===== src/rtl/sensor_request_ctrl_pkg.sv =====
// Shared state encodings and default timing constants for the sensor request path.
// Used by sensor_request_ctrl and by sensor_mode so both agree on the FSM encoding.
package sensor_request_ctrl_pkg;

    localparam logic [2:0] ST_IDLE     = 3'd0;
    localparam logic [2:0] ST_DEBOUNCE = 3'd1;
    localparam logic [2:0] ST_FIRE     = 3'd2;
    localparam logic [2:0] ST_BUSY     = 3'd3;
    localparam logic [2:0] ST_HOLDOFF  = 3'd4;

    localparam int DEBOUNCE_CYCLES_DEF = 8;
    localparam int HOLDOFF_CYCLES_DEF  = 16;
    localparam int CNT_W_DEF           = 5;

endpackage


===== src/rtl/sensor_request_ctrl_sync_2ff.sv =====
// 1-bit two-flop synchronizer with async active-high reset.
// Latency: output follows input after 2 rising edges; no backpressure.
module sensor_request_ctrl_sync_2ff (
    input  logic i_clk,
    input  logic i_rst,
    input  logic i_d,
    output logic o_q
);

    logic r_meta;
    logic r_sync;

    always_ff @(posedge i_clk or posedge i_rst) begin
        if (i_rst) begin
            r_meta <= 1'b0;
            r_sync <= 1'b0;
        end else begin
            r_meta <= i_d;
            r_sync <= r_meta;
        end
    end

    assign o_q = r_sync;

endmodule


===== src/rtl/sensor_request_ctrl.sv =====
// Debounces the vehicle-loop sensor and issues one SET_srl pulse per sensor_mode cycle.
// Latency: SET_srl after DEBOUNCE_CYCLES+3 edges; throttled by cycle_done plus holdoff. Option: SENSOR_LATCH_EN.
module sensor_request_ctrl
    import sensor_request_ctrl_pkg::*;
#(
    parameter int DEBOUNCE_CYCLES = DEBOUNCE_CYCLES_DEF,
    parameter int HOLDOFF_CYCLES  = HOLDOFF_CYCLES_DEF,
    parameter int CNT_W           = CNT_W_DEF
) (
    input  logic       CLOCK,
    input  logic       RESET,
    input  logic       SENSOR_raw,
    input  logic       MODE_sel,
    input  logic       cycle_done,
    output logic       enable_sensor_mode,
    output logic       SET_srl,
    output logic       req_busy,
    output logic [2:0] state_o
);

    localparam logic [CNT_W-1:0] DEB_MAX   = CNT_W'(DEBOUNCE_CYCLES);
    localparam logic [CNT_W-1:0] HOLD_LAST = CNT_W'(HOLDOFF_CYCLES - 1);
    localparam logic [CNT_W-1:0] CNT_ONE   = CNT_W'(1);

    logic             w_sensor_s;
    logic             w_mode_s;
    logic [2:0]       r_state;
    logic [2:0]       w_state_nxt;
    logic [CNT_W-1:0] r_cnt;
    logic [CNT_W-1:0] w_cnt_nxt;
    logic             r_enable;
    logic             w_holdoff_done;

    sensor_request_ctrl_sync_2ff u_sync_sensor (
        .i_clk (CLOCK),
        .i_rst (RESET),
        .i_d   (SENSOR_raw),
        .o_q   (w_sensor_s)
    );

    sensor_request_ctrl_sync_2ff u_sync_mode (
        .i_clk (CLOCK),
        .i_rst (RESET),
        .i_d   (MODE_sel),
        .o_q   (w_mode_s)
    );

    assign w_holdoff_done = (r_state == ST_HOLDOFF) && (r_cnt == HOLD_LAST);

`ifdef SENSOR_LATCH_EN
    logic r_pending;

    // A car seen while the light sequence runs is remembered and served straight after holdoff.
    always_ff @(posedge CLOCK or posedge RESET) begin
        if (RESET) begin
            r_pending <= 1'b0;
        end else if (w_holdoff_done) begin
            r_pending <= 1'b0;
        end else if (((r_state == ST_BUSY) || (r_state == ST_HOLDOFF)) && w_sensor_s) begin
            r_pending <= 1'b1;
        end
    end
`endif

    always_comb begin
        w_state_nxt = r_state;
        w_cnt_nxt   = r_cnt;
        case (r_state)
            ST_IDLE: begin
                if (r_enable && w_sensor_s) begin
                    w_state_nxt = ST_DEBOUNCE;
                    w_cnt_nxt   = CNT_ONE;
                end else begin
                    w_cnt_nxt   = '0;
                end
            end
            ST_DEBOUNCE: begin
                if (!w_sensor_s) begin
                    w_state_nxt = ST_IDLE;
                    w_cnt_nxt   = '0;
                end else if (r_cnt < DEB_MAX) begin
                    w_cnt_nxt   = r_cnt + CNT_ONE;
                end else begin
                    w_state_nxt = ST_FIRE;
                    w_cnt_nxt   = '0;
                end
            end
            ST_FIRE: begin
                w_state_nxt = ST_BUSY;
                w_cnt_nxt   = '0;
            end
            ST_BUSY: begin
                if (cycle_done) begin
                    w_state_nxt = ST_HOLDOFF;
                    w_cnt_nxt   = '0;
                end
            end
            ST_HOLDOFF: begin
                if (w_holdoff_done) begin
                    w_cnt_nxt   = '0;
`ifdef SENSOR_LATCH_EN
                    w_state_nxt = r_pending ? ST_FIRE : ST_IDLE;
`else
                    w_state_nxt = ST_IDLE;
`endif
                end else begin
                    w_cnt_nxt   = r_cnt + CNT_ONE;
                end
            end
            default: begin
                w_state_nxt = ST_IDLE;
                w_cnt_nxt   = '0;
            end
        endcase
    end

    always_ff @(posedge CLOCK or posedge RESET) begin
        if (RESET) begin
            r_state  <= ST_IDLE;
            r_cnt    <= '0;
            r_enable <= 1'b0;
        end else begin
            r_state <= w_state_nxt;
            r_cnt   <= w_cnt_nxt;
            // Mode only changes between requests so sensor_mode never sees it mid-sequence.
            if (r_state == ST_IDLE) begin
                r_enable <= w_mode_s;
            end
        end
    end

    assign enable_sensor_mode = r_enable;
    assign SET_srl            = (r_state == ST_FIRE);
    assign req_busy           = (r_state == ST_FIRE) || (r_state == ST_BUSY) || (r_state == ST_HOLDOFF);
    assign state_o            = r_state;

endmodule


===== config.mk =====
export PLATFORM = sky130hd
export DESIGN_NAME = sensor_request_ctrl
export DESIGN_NICKNAME = d
export VERILOG_FILES = /design/src/rtl/sensor_request_ctrl_pkg.sv /design/src/rtl/sensor_request_ctrl_sync_2ff.sv /design/src/rtl/sensor_request_ctrl.sv
export SDC_FILE = /design/constraint.sdc
export NUM_CORES = 1
export LEC_CHECK = 0
export ABC_CLOCK_PERIOD_IN_PS = 2800
export CORE_AREA = 8 8 45 47
export CTS_CLUSTER_DIAMETER = 30
export DETAILED_ROUTE_END_ITERATION = 7
export DIE_AREA = 0 0 53 55
export GPL_TIMING_DRIVEN = 0
export PLACE_DENSITY = 0.76
export SLEW_MARGIN = 20
export SYNTH_ARGS = -nofsm -noshare
export SYNTH_HDL_FRONTEND = slang
export SYNTH_SLANG_ARGS = --single-unit

===== constraint.sdc =====
create_clock -name CLOCK -period 2.8 [get_ports CLOCK]
set_input_delay 0.42 -clock CLOCK [delete_from_list [all_inputs] [get_ports CLOCK]]
set_output_delay 0.42 -clock CLOCK [all_outputs]
set_load 0.005 [all_outputs]

==> results.yml, run 1 <==
finish:
  n_fill_cell: 129
  regArea_um2: 325
  final_cells: 88
  area_growth_pct: 22.1
  n_antenna_cell: 0
  multi_input_area_um2: 300
  final_common_cell: "dfrtp_1"
  final_cell_mix: "13 x dfrtp_1, 10 x clkdlybuf4s50_1, 4 x o21ai_0, 4 x nand2_1"
  layout.nets: 80
  layout-drive-gt1-share: 0.194
floorplanning:
  die_area_mm2: 0.00292
  fp-row-count: 14
  core_mm2: 0.00138
  start_util: 0.482
  io_pins: 11
  dieWidth_um: 53
  die_h_um: 55
synth:
  yosys_register_bits: 13
  syn_inst: 58
  ys_types: 27
  synthArstFlopShare: 1.00
  synth_enable_flop_cells: 0
  ys_seq_area_frac: 0.488
  yosys_most_used_dff: "dfrtp_1"
  avgSynthCellArea_um2: 11.5
  synth.net_count: 65
  syn_area_um2: 667
  ys_warn_count: 0
placement:
  portBuffers: 10
  dp_hpwl_um: 831
  pre_cts_ws_ns: 0.986
  dpl.cell_count: 84
  place_congestion: 0.739
detailed_routing:
  vias: 482
  via_per_inst: 5.48
  drtIter0Drc: 1
  drt_wl_total_um: 1090
  drt_first_pass_iters: 3
  wl_per_cell_um: 12.4
  ant_nets: 0
  remaining_drc_errors: 0
pwr:
  leakage_nw: 0.370
  seq_power_share: 0.374
  ir_worst_vdd_v: 0.000474
  power.switching_mw: 0.239
  p_clk_frac: 0.159
  combinationalPowerShare: 0.467
  p_sw_frac: 0.339
  power_density_mw_per_mm2: 867
  internal_power_mw: 0.467
sta:
  maxSlewHeadroom: 0.689
  hold_violations: 0
  tightest_slew_ns: 0.466
  setup_viol: 0
  slew_viol_final: 0
  final.setup.tns_ns: 0
  fin_ws_ns: 0.741
  hold_ws_ns: 0.355
  max_freq_ghz: 0.486
  post-route-period-util: 0.735
  grt_setup_unrepaired: "no"
  finalCriticalPeriod_ns: 2.06
  skew_ns: 0.00356
grt:
  grt_pass1_vias: 501
  grtUsageTotal: 0.0912
  grt_overflow: 0
  grt_pass1_wl_um: 2010
  antenna_found_initial: 0
  grt_max_degree: 14
clock_tree:
  clk_latency_ns: 0.27
  clkSinkCount: 13
  cts_buffer_depth: 2
  cts_made_buffers: 3
  clock-root-buffer: "clkbuf_4"
  h-tree-depth: 1
  cts_setup_buffers: 0
  cts_tree: "built"
  cts_resized: 0
  clkTransAtPathRegs_ns: 0.08
  cts_hold_buf: 0
worst_hold_path:
  hp-class: "reg -> reg"
setup_path:
  cp.required_ns: 2.38
  critical_path.startpoint_type: "flip-flop"
  cp.arrival_ns: 1.64
  endpoint_kind: "primary output"
  cp_max_fo: 8
  critPathKind: "reg -> out"
outcome:
  outcome: "completed"
job:
  maxCapViolations: 0
==> state kept, by name, indices dropped and copies added, names as in the netlist <==
register / flops
state_o: 3
u_sync_sensor.r_meta: 1
u_sync_mode.o_q: 1
enable_sensor_mode: 1
u_sync_mode.r_meta: 1
r_cnt: 5
u_sync_sensor.o_q: 1
==> cell type report <==
cell class,instances,share of cell area
tap,16,0.0246
inverter,3,0.0138
buffer,3,0.0369
clock inverter,1,0.00614
clock buffer,3,0.0276
sequential,13,0.399
multi-input combinational,39,0.369
timing repair buffer,10,0.123
==> metal layers <==
| layer | share of wire | routed length [um] | up-vias | GRT usage |
|---|---|---|---|---|
| li1 | - | - | 228 | - |
| met3 | 0.077 | 84 | 5 | 0.0214 |
| met4 | 0.027 | 29 | 0 | 0.0647 |
| met2 | 0.45 | 494 | 13 | 0.158 |
| met5 | 0 | 0 | - | 0 |
| met1 | 0.44 | 478 | 236 | 0.0956 |
==> synth_stat cells, types with 2 or more instances <==
master	number	area, um^2
o21bai_1	3	22.5
nor2_1	3	11.3
dfrtp_1	13	325
a21oi_1	3	15.0
nand2_1	4	15.0
a21o_1	2	15.0
buf_6	2	22.5
o21ai_0	4	20.0
nor2b_1	2	12.5
inv_1	3	11.3
ha_1	2	25.0
and3b_1	2	17.5
==> path summary, 6_finish.rpt <==
| path | slack (ns) | cells past startpoint | to | from |
|---|---|---|---|---|
| worst max-delay path | 0.74 | 3 | SET_srl | state_o[1] |
| worst min-delay path | 0.35 | 0 | u_sync_sensor.o_q | u_sync_sensor.r_meta |
| worst max register to register | 0.98 | 7 | r_cnt[2] | r_cnt[0] |
| worst min register to register | 0.35 | 0 | u_sync_sensor.o_q | u_sync_sensor.r_meta |
| max in group asynchronous | 2.03 | 2 | r_cnt[0] | RESET |
| min in group asynchronous | 0.45 | 2 | u_sync_mode.r_meta | RESET |
==> power groups by stage <==
stage | sequential [mW] | clock, mW | combinational (mW)
2_1_floorplan | 0.264 | 0 | 0.214
3_3_place_gp | 0.267 | 0 | 0.330
3_5_place_dp | 0.269 | 0 | 0.333
4_1_cts | 0.265 | 0.118 | 0.335
5_1_grt | 0.272 | 0.125 | 0.368
6_report | 0.264 | 0.112 | 0.330
==> critical path: stages, from the launching register on <==
cell and delay [ns]:
dfrtp_1 0.51, nor2b_4 0.23, nor2b_1 0.13, clkdlybuf4s50_1 0.50
==> stage by stage <==
step           area [um^2]  total power [mW]  utilization
2_1_floorplan          667             0.478            -
3_3_place_gp           787             0.597        0.569
3_5_place_dp           787             0.602        0.569
4_1_cts                815             0.718        0.589
5_1_grt                815             0.765        0.589
6_report               815             0.706        0.589
==> cell families after synthesis <==
| group | count (synthesis) | share of synthesized area |
|---|---|---|
| buffers and inverters | 6 | 0.0619 |
| adder cells (fa/ha/maj) | 2 | 0.0375 |
| XOR/XNOR | 1 | 0.0131 |
| flip-flops | 13 | 0.488 |
| AND/OR/NAND/NOR | 20 | 0.223 |
| multiplexers | 1 | 0.0169 |
| AO/OA/AOI/OAI | 15 | 0.159 |
No activity file was read; power rests on OpenSTA's default activity.
==> run 2, diff against run 1 <==
--- a/config.mk
+++ b/config.mk
@@ -5,13 +5,13 @@
 export SDC_FILE = /design/constraint.sdc
 export NUM_CORES = 1
 export LEC_CHECK = 0
-export ABC_CLOCK_PERIOD_IN_PS = 2800
-export CORE_AREA = 8 8 45 47
+export ABC_CLOCK_PERIOD_IN_PS = 1800
+export CORE_MARGIN = 8
+export CORE_UTILIZATION = 45
 export CTS_CLUSTER_DIAMETER = 30
 export DETAILED_ROUTE_END_ITERATION = 7
-export DIE_AREA = 0 0 53 55
 export GPL_TIMING_DRIVEN = 0
-export PLACE_DENSITY = 0.76
+export PLACE_DENSITY = 0.72
 export SLEW_MARGIN = 20
 export SYNTH_ARGS = -nofsm -noshare
 export SYNTH_HDL_FRONTEND = slang
==> constraint.sdc (replaced) <==
create_clock -name CLOCK -period 1.8 [get_ports CLOCK]
set_input_delay 0.27 -clock CLOCK [delete_from_list [all_inputs] [get_ports CLOCK]]
set_output_delay 0.27 -clock CLOCK [all_outputs]
set_load 0.005 [all_outputs]
==> run 2 against run 1 <==
Combinational power increased by 77%. Core utilization increased by 2.5 points. First-iteration DRC count increased to 8.0 times the previous value. Largest cell class unchanged. Clock skew increased by 0.0035 ns. Routed wire length increased by 25%. Sequential power increased by 57%. Clock-buffer cell count unchanged. Worst setup slack got worse by 0.66 ns. Final cell count increased by 8.0%. Die area increased by 1.9%. Design area increased by 9.5%.
==> results.yml, run 2 (synthesized netlist as in run 1, its figures left out) <==
placement:
  dp_hpwl_um: 896
  place_congestion: 0.708
  portBuffers: 10
  placed_cell_area_um2: 787
  dpl.cell_count: 84
  pre_cts_ws_ns: -0.0454
finish:
  layout.nets: 87
  layout-drive-gt1-share: 0.329
  final_cell_mix: "12 x dfrtp_1, 8 x clkdlybuf4s50_1, 7 x buf_4, 4 x o21ai_0, 4 x nand2_1"
  largest_reg_flops: 5
  final_cells: 95
  n_fill_cell: 126
  largest-register: "r_cnt"
  final_common_cell: "dfrtp_1"
  n_antenna_cell: 0
  finalInstanceArea_um2: 892
  area_growth_pct: 33.8
sta:
  post-route-period-util: 0.956
  setup_viol: 0
  hold_violations: 0
  grt_setup_unrepaired: "no"
  maxSlewHeadroom: 0.673
  finalCriticalPeriod_ns: 1.72
  slew_viol_final: 0
  skew_ns: 0.00702
  max_freq_ghz: 0.581
  tightest_slew_ns: 0.490
  hold_ws_ns: 0.298
  fin_ws_ns: 0.0792
worst_hold_path:
  hp-class: "in -> async"
clock_tree:
  clock-root-buffer: "clkbuf_4"
  h-tree-depth: 1
  clkTransAtPathRegs_ns: 0.08
  clkSinkCount: 13
  cts_tree: "built"
  cts_buffer_depth: 2
  clk_latency_ns: 0.28
  cts_made_buffers: 3
  cts_hold_buf: 0
grt:
  grt_max_degree: 14
  grt_pass1_vias: 523
  grtUsageTotal: 0.105
  antenna_found_initial: 0
  grt_pass1_wl_um: 2220
  grt_overflow: 0
pwr:
  internal_power_mw: 0.769
  ir_worst_vdd_v: 0.000749
  power_density_mw_per_mm2: 1320
  p_clk_frac: 0.155
  seq_power_share: 0.351
  p_sw_frac: 0.348
  combinationalPowerShare: 0.494
  power_mw: 1.18
  power.switching_mw: 0.410
  leakage_nw: 0.409
detailed_routing:
  drtIter0Drc: 8
  via_per_inst: 5.26
  drt_wl_total_um: 1360
  drt_first_pass_iters: 4
  vias: 500
  remaining_drc_errors: 0
  wl_per_cell_um: 14.3
  ant_nets: 0
setup_path:
  r2r-end: "r_cnt[2]"
  cp_max_fo: 4
  cp.arrival_ns: 1.94
  endpoint_kind: "flip-flop"
  cp.required_ns: 2.02
  ff2ff_setup_slack_ns: 0.08
  critical_path.startpoint_type: "flip-flop"
  rr_worst_depth: 7
  r2r_start: "r_cnt[1]"
  critPathKind: "reg -> reg"
  cp-startpoint: "r_cnt[1]"
  endpoint: "r_cnt[2]"
floorplanning:
  dieWidth_um: 54.5
  die_h_um: 54.5
  core_mm2: 0.00145
  fp-row-count: 14
  die_area_mm2: 0.00297
  io_pins: 11
  start_util: 0.459
job:
  maxCapViolations: 0
outcome:
  outcome: "completed"
## run 2: changes by cell type in the layout (fill, tap and decap cells not counted), sizes merged
cell / before / now
buf: 3 / 10
dlygate4sd2: 0 / 2
clkdlybuf4s50: 10 / 8
## run 2: final cells by class
class,count,area [um^2],area share
multi-input cells,39,323,0.362
repair buffers,17,150,0.168
well taps,16,20.0,0.0224
clock buffers,3,22.5,0.0252
clock inverters,1,5.00,0.00561
flip-flops and latches,13,327,0.366
plain buffers,3,33.8,0.0379
inverters,3,11.3,0.0126
## run 2: timing repair
item,4_1_cts,5_1_grt
setup endpoints to repair,3,3
setup buffers,7,0
resized for setup,9,0
pin swaps,4,1
cloned,0,0
## run 2: power groups by stage
stage	clock, mW	combinational, mW	sequential, mW
2_1_floorplan	0	0.332	0.411
3_3_place_gp	0	0.513	0.413
5_1_grt	0.210	0.623	0.422
4_1_cts	0.190	0.582	0.413
6_report	0.182	0.583	0.414
3_5_place_dp	0	0.521	0.416
## run 2: worst min-delay path by stage
stage | start | to | cells past startpoint
after CTS | RESET | u_sync_mode.r_meta | 2
after global placement | u_sync_sensor.r_meta | u_sync_sensor.o_q | 0
after global routing | RESET | r_cnt[0] | 2
final | RESET | u_sync_mode.r_meta | 2
after detailed placement | u_sync_sensor.r_meta | u_sync_sensor.o_q | 0
after floorplan | RESET | enable_sensor_mode | 1
## run 2: through the flow
stage,utilization,TNS [ns]
after global routing,0.614,0
final,0.614,0
after CTS,0.614,0
after floorplan,-,0
after global placement,0.541,0
after detailed placement,0.541,-0.0454
## run 2: layer usage
| metal | part of all wire | track usage | vias up |
|---|---|---|---|
| li1 | - | - | 241 |
| met1 | 0.44 | 0.111 | 243 |
| met2 | 0.51 | 0.179 | 14 |
| met3 | 0.045 | 0.0326 | 2 |
| met4 | 0.0074 | 0.0615 | 0 |
| met5 | 0 | 0 | - |
## run 2: critical path: stages (launching register included)
cell and delay [ns]:
dfrtp_1 0.40, ha_2 0.20, and3_4 0.18, ha_4 0.16, nor4b_4 0.29, a21oi_4 0.08, nor4b_2 0.25, a21o_1 0.11
